### src/rtl/vga_capture.sv
// vga_capture: locks onto an incoming VGA raster, regenerates pixel coordinates, measures geometry and checksums frames
module vga_capture #(
    parameter int H_START         = 144,
    parameter int H_ACTIVE        = 640,
    parameter int V_START         = 35,
    parameter int V_ACTIVE        = 480,
    parameter bit SYNC_ACTIVE_LOW = 1'b1
) (
    input  logic        clk,
    input  logic        rst,
    input  logic [3:0]  r,
    input  logic [3:0]  g,
    input  logic [3:0]  b,
    input  logic        hs,
    input  logic        vs,
    output logic        px_valid,
    output logic [9:0]  px_x,
    output logic [9:0]  px_y,
    output logic [11:0] px_rgb,
    output logic [10:0] line_len,
    output logic [9:0]  frame_lines,
    output logic        locked,
    output logic        frame_done,
    output logic [15:0] frame_sum
);
    typedef enum logic [1:0] {ACQUIRE, CHECK, LOCKED} state_e;

    localparam logic [10:0] H_LO  = 11'(H_START);
    localparam logic [10:0] H_HI  = 11'(H_START + H_ACTIVE);
    localparam logic [9:0]  H_OFF = 10'(H_START);
    localparam logic [9:0]  V_LO  = 10'(V_START);
    localparam logic [9:0]  V_HI  = 10'(V_START + V_ACTIVE);

    state_e      state_q, state_d;
    logic        seed_q, seed_d;
    logic [11:0] rgb_q;
    logic        hs_q, vs_q, hs_prev_q, vs_prev_q;
    logic        hs_e, vs_e, sat, mismatch, win;
    logic [10:0] hpos_q, hpos_d, line_len_q, line_len_d;
    logic [9:0]  vline_q, vline_d, vline_inc, frame_lines_q, frame_lines_d;
    logic [15:0] acc_q, acc_d, frame_sum_q, frame_sum_d;
    logic        frame_done_q, frame_done_d;
    logic        px_valid_q, px_valid_d;
    logic [9:0]  px_x_q, px_x_d, px_y_q, px_y_d;
    logic [11:0] px_rgb_q, px_rgb_d;

    // Edge detection, raster counters, geometry measurement, checksum and next pixel outputs
    always_comb begin
        hs_e          = hs_q & ~hs_prev_q;
        vs_e          = vs_q & ~vs_prev_q;
        hpos_d        = hs_e ? 11'd0 : (&hpos_q) ? hpos_q : hpos_q + 11'd1;
        line_len_d    = hs_e ? ((&hpos_q) ? 11'd0 : hpos_q + 11'd1) : line_len_q;
        vline_inc     = (hs_e && !(&vline_q)) ? vline_q + 10'd1 : vline_q;
        vline_d       = vs_e ? 10'd0 : vline_inc;
        frame_lines_d = vs_e ? vline_inc : frame_lines_q;
        sat           = (&hpos_q) | (&vline_q);
        mismatch      = (hs_e && line_len_d != line_len_q) || (vs_e && frame_lines_d != frame_lines_q);
        win           = hpos_d >= H_LO && hpos_d < H_HI && vline_d >= V_LO && vline_d < V_HI;
        acc_d         = vs_e ? 16'd0 : acc_q + (win ? {4'd0, rgb_q} : 16'd0);
        frame_done_d  = vs_e && state_q == LOCKED;
        frame_sum_d   = frame_done_d ? acc_q : frame_sum_q;
        px_valid_d    = win && state_d == LOCKED;
        px_x_d        = px_valid_d ? hpos_d[9:0] - H_OFF : 10'd0;
        px_y_d        = px_valid_d ? vline_d - V_LO : 10'd0;
        px_rgb_d      = px_valid_d ? rgb_q : 12'd0;
    end

    // Lock FSM: first frame after acquire seeds references, one matching frame locks
    always_comb begin
        state_d = state_q;
        seed_d  = seed_q;
        if (state_q == ACQUIRE) begin
            if (vs_e) begin
                state_d = CHECK;
                seed_d  = 1'b0;
            end
        end else if (sat || ((state_q == LOCKED || seed_q) && mismatch)) begin
            state_d = ACQUIRE;
        end else if (state_q == CHECK && vs_e) begin
            state_d = seed_q ? LOCKED : CHECK;
            seed_d  = 1'b1;
        end
    end

    // Lock FSM state register
    always_ff @(posedge clk) begin
        if (rst) begin
            state_q <= ACQUIRE;
            seed_q  <= 1'b0;
        end else begin
            state_q <= state_d;
            seed_q  <= seed_d;
        end
    end

    // Input stage, counters, measurements, checksum and registered outputs
    always_ff @(posedge clk) begin
        if (rst) begin
            rgb_q         <= '0;
            hs_q          <= 1'b0;
            vs_q          <= 1'b0;
            hs_prev_q     <= 1'b0;
            vs_prev_q     <= 1'b0;
            hpos_q        <= '0;
            vline_q       <= '0;
            line_len_q    <= '0;
            frame_lines_q <= '0;
            acc_q         <= '0;
            frame_sum_q   <= '0;
            frame_done_q  <= 1'b0;
            px_valid_q    <= 1'b0;
            px_x_q        <= '0;
            px_y_q        <= '0;
            px_rgb_q      <= '0;
        end else begin
            rgb_q         <= {r, g, b};
            hs_q          <= hs ^ SYNC_ACTIVE_LOW;
            vs_q          <= vs ^ SYNC_ACTIVE_LOW;
            hs_prev_q     <= hs_q;
            vs_prev_q     <= vs_q;
            hpos_q        <= hpos_d;
            vline_q       <= vline_d;
            line_len_q    <= line_len_d;
            frame_lines_q <= frame_lines_d;
            acc_q         <= acc_d;
            frame_sum_q   <= frame_sum_d;
            frame_done_q  <= frame_done_d;
            px_valid_q    <= px_valid_d;
            px_x_q        <= px_x_d;
            px_y_q        <= px_y_d;
            px_rgb_q      <= px_rgb_d;
        end
    end

    assign locked      = state_q == LOCKED;
    assign px_valid    = px_valid_q;
    assign px_x        = px_x_q;
    assign px_y        = px_y_q;
    assign px_rgb      = px_rgb_q;
    assign line_len    = line_len_q;
    assign frame_lines = frame_lines_q;
    assign frame_done  = frame_done_q;
    assign frame_sum   = frame_sum_q;
endmodule
### config.mk
export PLATFORM = sky130hd
export DESIGN_NAME = vga_capture
export DESIGN_NICKNAME = d
export VERILOG_FILES = /design/src/rtl/vga_capture.sv
export SDC_FILE = /design/constraint.sdc
export NUM_CORES = 1
export LEC_CHECK = 0
export ABC_AREA = 1
export BUFFER_PORTS_ARGS = -buffer_cell sky130_fd_sc_hd__buf_2
export CORE_MARGIN = 10
export CORE_UTILIZATION = 45
export DETAILED_ROUTE_END_ITERATION = 10
export GPL_ROUTABILITY_DRIVEN = 0
export PLACE_DENSITY = 0.75
export SYNTH_ARGS = -nofsm -noshare
export SYNTH_HDL_FRONTEND = slang
export SYNTH_SLANG_ARGS = --single-unit
### constraint.sdc
create_clock -name clk -period 4.63 [get_ports clk]
set_clock_uncertainty 0.15 [all_clocks]
set_input_delay 0.463 -clock clk [delete_from_list [all_inputs] [get_ports clk]]
set_output_delay 0.463 -clock clk [all_outputs]
set_load 0.05 [all_outputs]
; Word-level counts from Yosys, hierarchy flattened
; Index checks and enable logic that the tools add are counted.
[op_classes]
n_eq_ne = 7
n_reduce_logical = 21
n_addsub = 5
bitwise_logic = 8
muxes = 17
order_cmp = 4
[op_table]
columns = operator, count
row1 = $mux W11, 4
row2 = $mux W10, 3
row3 = $add A16 B12 Y16, 1
row4 = $mux W12, 1
row5 = $add A11 B1 Y11 const B, 1
row6 = $ge A11 B8 Y1 const B, 1
row7 = $lt A11 B10 Y1 const B, 1
row8 = $ne A11 B11 Y1, 1
row9 = $reduce_and A11 Y1, 1
row10 = $add A10 B1 Y10 const B, 1
row11 = $ge A10 B6 Y1 const B, 1
row12 = $logic_and A1 B1 Y1, 10
row13 = $lt A10 B10 Y1 const B, 1
row14 = $mux W2, 5
row15 = $ne A10 B10 Y1, 1
row16 = $reduce_and A10 Y1, 1
row17 = $sub A10 B6 Y10 const B, 1
row18 = $sub A10 B8 Y10 const B, 1
row19 = $not A1 Y1, 5
row20 = $eq A2 B2 Y1 const B, 2
row21 = $mux W1, 4
row22 = $ne A2 B2 Y1 const B, 2
row23 = $reduce_or A2 Y1, 2
row24 = $logic_or A1 B1 Y1, 3
row25 = 7 further kinds, 8
[totals]
wordCells = 80
register_bits = 127
input_bits = 16
out_inout_bits = 72

; Longest topological paths before layout
[depth]
ltp_word = 16
ltp_mapped = 33
mapped_depth_nobuf = 32

; Least setup slack after synthesis
; OpenSTA, ideal clock, no wires.
[synth_timing]
kind = register to register
startpoint = register vline_q[0]
endpoint = register acc_q[10]
n_path_buf = 1
required_ns = 4.410
path_stages_with_launch = 32
t_arrival_ns = 3.884
slack_ns = 0.525
synth_period_minus_slack_ns = 4.105
setup_time_ns = 0.070
path_cell_list = dfxtp_1 ha_1 nand3_2 nor2_2 nand2_4 nand2_4 nand2_1 nand2_1 nor2_1 ha_1 inv_1 nand2_1 nor2_1 nand3_1 nand2_1 nand2_1 nor2_4 inv_1 buf_2 nor2_1 ha_1 inv_1 fa_1 inv_1 nand3_1 nand2_1 a21oi_1 nor2_1 or2_2 a21oi_1 or2_2 a21oi_1
[synth_between]
elab_chain_len = 10
word_cells_on_any_way = 12
cone_classes = 2 x add/sub / 2 x order compare / 3 x mux / 5 x reduce/logical
[synth_rtl]
columns = element, line_no
row1 = "start, declared", 40  ; logic [9:0] vline_q, vline_d, vline_inc, frame_lines_q, frame_lines_d;
row2 = "start signal, assigned", 122  ; vline_q <= vline_d;
row3 = "parallel branches: the longest is 3 deep, another holds $add A10 B1 Y10", --
row4 = $mux W10 (*), 53  ; vline_inc = (hs_e && !(&vline_q)) ? vline_q + 10'd1 : vline_q;
row5 = $mux W10 (*), 54  ; vline_d = vs_e ? 10'd0 : vline_inc;
row6 = via vline_d[0], 40
row7 = $ge A10 B6 Y1, 58  ; win = hpos_d >= H_LO && hpos_d < H_HI && vline_d >= V_LO && vline_d < V_HI;
row8 = $logic_and A1 B1 Y1, 58
row9 = $logic_and A1 B1 Y1 (*), 58
row10 = $mux W12 (*), 59  ; acc_d = vs_e ? 16'd0 : acc_q + (win ? {4'd0, rgb_q} : 16'd0);
row11 = $add A16 B12 Y16 (*), 59
row12 = "end signal, assigned", 108  ; acc_q <= '0;
row13 = "end signal, assigned", 125  ; acc_q <= acc_d;
row14 = "end, declared", 41  ; logic [15:0] acc_q, acc_d, frame_sum_q, frame_sum_d;
; Mark *: on every way through the listed nets, which the timed path passes.
; A chain may end at the register's enable or synchronous reset.

; Worst setup path in the final report
; Ends and elaborated chain as after synthesis.

==> impl_metrics.ini <==
[finish]
drive_above_1_share = 0.220
antennaDiodeCount = 0
nets = 989
final_cell_area_um2 = 7590
final_util = 0.549
area_growth_pct = 20.1
nFillCells = 1301

[sta]
hold_violations = 0
setup-violations-final = 0
tightest_slew_ps = 839
fin_setup_tns_ps = 0
slew_viol_final = 0
fin_crit_sh = 0.930
layout_min_cycle_time_ps = 4310
slew_headroom = 0.440
fmax_ghz = 0.232

[critical_path]
slowest_delay_ps = 370
r2r_start = vline_q[0]
worstSetupStartpoint = vline_q[0]
crit_type = reg -> reg
crit_path_start_kind = register
critPathRequiredTime_ps = 4750
crit_top_cell = nand2_1
worstPathArrival_ps = 4420
cp-end-kind = register
cp_slowest_cell = dfxtp_4
crit_fanout = 8

[clock_network]
cts_tree = built
clk_pin_slew_worst_paths_ps = 60
clock_latency_ps = 420
htreeDepth = 4
hold_buffers = 0
clock-sinks = 127
clockBufferDepth = 2
clockRootBuffer = clkbuf_16
cts_buffers = 17

[floorplanning]
chipHeight_um = 139
rows = 43
initial_core_util = 0.457
core_area_um2 = 13800
die_x_um = 139
dieArea_um2 = 19200
num_io_pins = 88

[detailed_routing]
vias_per_cell = 5.06
routedWlPerCell_um = 13.7
routed_wl_um = 15700
initialDrtViolationCount = 486
dr.pass1.iters = 6
antenna_left = 0
drc = 0
num_vias = 5802

[pwr]
p_leak_nw = 3.52
internal-power_mw = 2.07
p_clk_frac = 0.513
switching_power_uw = 632
p_seq_frac = 0.417
max-vdd-ir-drop_mv = 0.316
switching_share = 0.234
pwr-share-comb = 0.070
powerDensity_nw_per_um2 = 356

[run_status]
status = finished, final reports clean

[synthesis]
ys_top_cells_by_area = dfxtp_1 (40%), nand2_1 (10%), nor2_1 (7.1%)
yosysTopAreaCell = dfxtp_1
synth.distinct_cells = 39
synth_top_area_frac = 0.402
synth.cell_area_um2 = 6320
syn_area_per_cell_um2 = 7.34
synthesis.nets = 897
ys_seq_area_frac = 0.402
yosysWarnings = 0
ys_ff_latch = 127
syn_inst = 862

[grt]
grt_overflow = 0
grt_usage = 0.161
antenna_found_initial = 0
grt_max_degree = 54
grt_pass1_wl_um = 25800
first_global_vias = 5437

[worst_hold_path]
hold_class = in -> reg
hold_start = hs

[placed_design]
dpl.hpwl_um = 11300
io_buffers = 87
placed_area_um2 = 6880

[flow_run]
drv_cap = 0
-- cells by family (layout without fill, tap and decap cells) --
kind of cell,count (synthesis),after routing,synth area share
AO/OA/AOI/OAI,99,99,0.0898
XOR/XNOR,10,10,0.0138
adder cells (fa/ha/maj),19,19,0.0388
buffers and inverters,149,253,0.0975
flip-flops,127,127,0.402
AND/OR/NAND/NOR,458,458,0.358
-- area by class of cell --
type,count,area [um2],share of cell area
inverter,119,447,0.0588
sequential,127,2550,0.335
tap,180,225,0.0297
multi-input combinational,586,3210,0.422
timing repair buffer,103,556,0.0731
clock inverter,10,163,0.0214
clock buffer,21,450,0.0593
-- per-layer routing --
layer / vias up / share of wire / global-route usage
met5: - / 0 / 0
met4: 0 / 0.019 / 0.0594
met3: 25 / 0.057 / 0.0493
met2: 185 / 0.47 / 0.264
met1: 2619 / 0.45 / 0.194
li1: 2973 / - / -
-- synth_stat cells, drive strengths merged --
library cell  number
o2111ai            2
xor2               5
o21ai             21
inv              117
a22oi              1
a211oi            15
ha                18
clkinv             2
nor2             128
and3               1
nand4             27
o21a               6
nor3              38
o221ai             1
nand2            186
o21bai             1
xnor2              5
dfxtp            127
a21oi             52
or2                8
nand3             67
fa                 1
buf               14
nand3b             3
clkbuf            16
-- final timing paths --
check             slack [ps]  cells after the start   endpoint
hold / removal            50                      2       hs_q
setup / recovery         320                     28  acc_q[10]
setup reg to reg         320                     28  acc_q[10]
hold reg to reg          280                      2  hs_prev_q
-- registers in the layout (all words and copies together) (netlist names) --
signal and cells:
px_x 10, vs_prev_q 1, frame_sum 16, hs_q 1
vline_q 10, px_y 10, vs_q 1, acc_q 16
frame_done 1, px_valid 1, frame_lines 10, state_q 2
hpos_q 11, rgb_q 12, seed_q 1, px_rgb 12
line_len 11, hs_prev_q 1
-- through the flow --
stage	worst slack, ps	std cells	hold WS (ps)	total power, mW
finish	325	1146	45.6	2.71
global route	-22.8	1146	27.2	2.81
CTS	8.54	1139	31.7	2.73
detailed placement	105	1108	273	1.34
global placement	232	1108	276	1.34
floorplan	525	862	261	1.29
-- repair_timing --
action                                  4_1_cts  5_1_grt
gates resized for setup                       0       13
endpoints found under the setup margin        0        9
buffers inserted                              0        7
hold endpoints to repair                      0        0
-- placed cells by master (no fill, tap or decap), types with 16 or more instances in the layout --
cell type,n
o21ai_0,17
ha_1,17
nand3_1,58
dfxtp_1,125
nand4_1,26
buf_2,87
nor3_2,30
inv_1,113
nor2_1,118
nand2_1,174
buf_4,16
clkbuf_16,17
a21oi_1,50
-- power by group through the flow --
stage / sequential [mW] / combinational, mW / clock, mW
final: 1.13 / 0.190 / 1.39
after global routing: 1.13 / 0.211 / 1.46
after CTS: 1.13 / 0.190 / 1.41
after detailed placement: 1.15 / 0.189 / 0
after global placement: 1.15 / 0.189 / 0
after floorplan: 1.18 / 0.113 / 0
-- critical path: cells and delay by family (launching register included) --
family          cells  cell delay, ps
simple gates       16            1890
compound gates      5             700
fa+ha+maj           3             640
buf+inv             4             410
flops               1             370
Power figures use the tool's default switching activity.
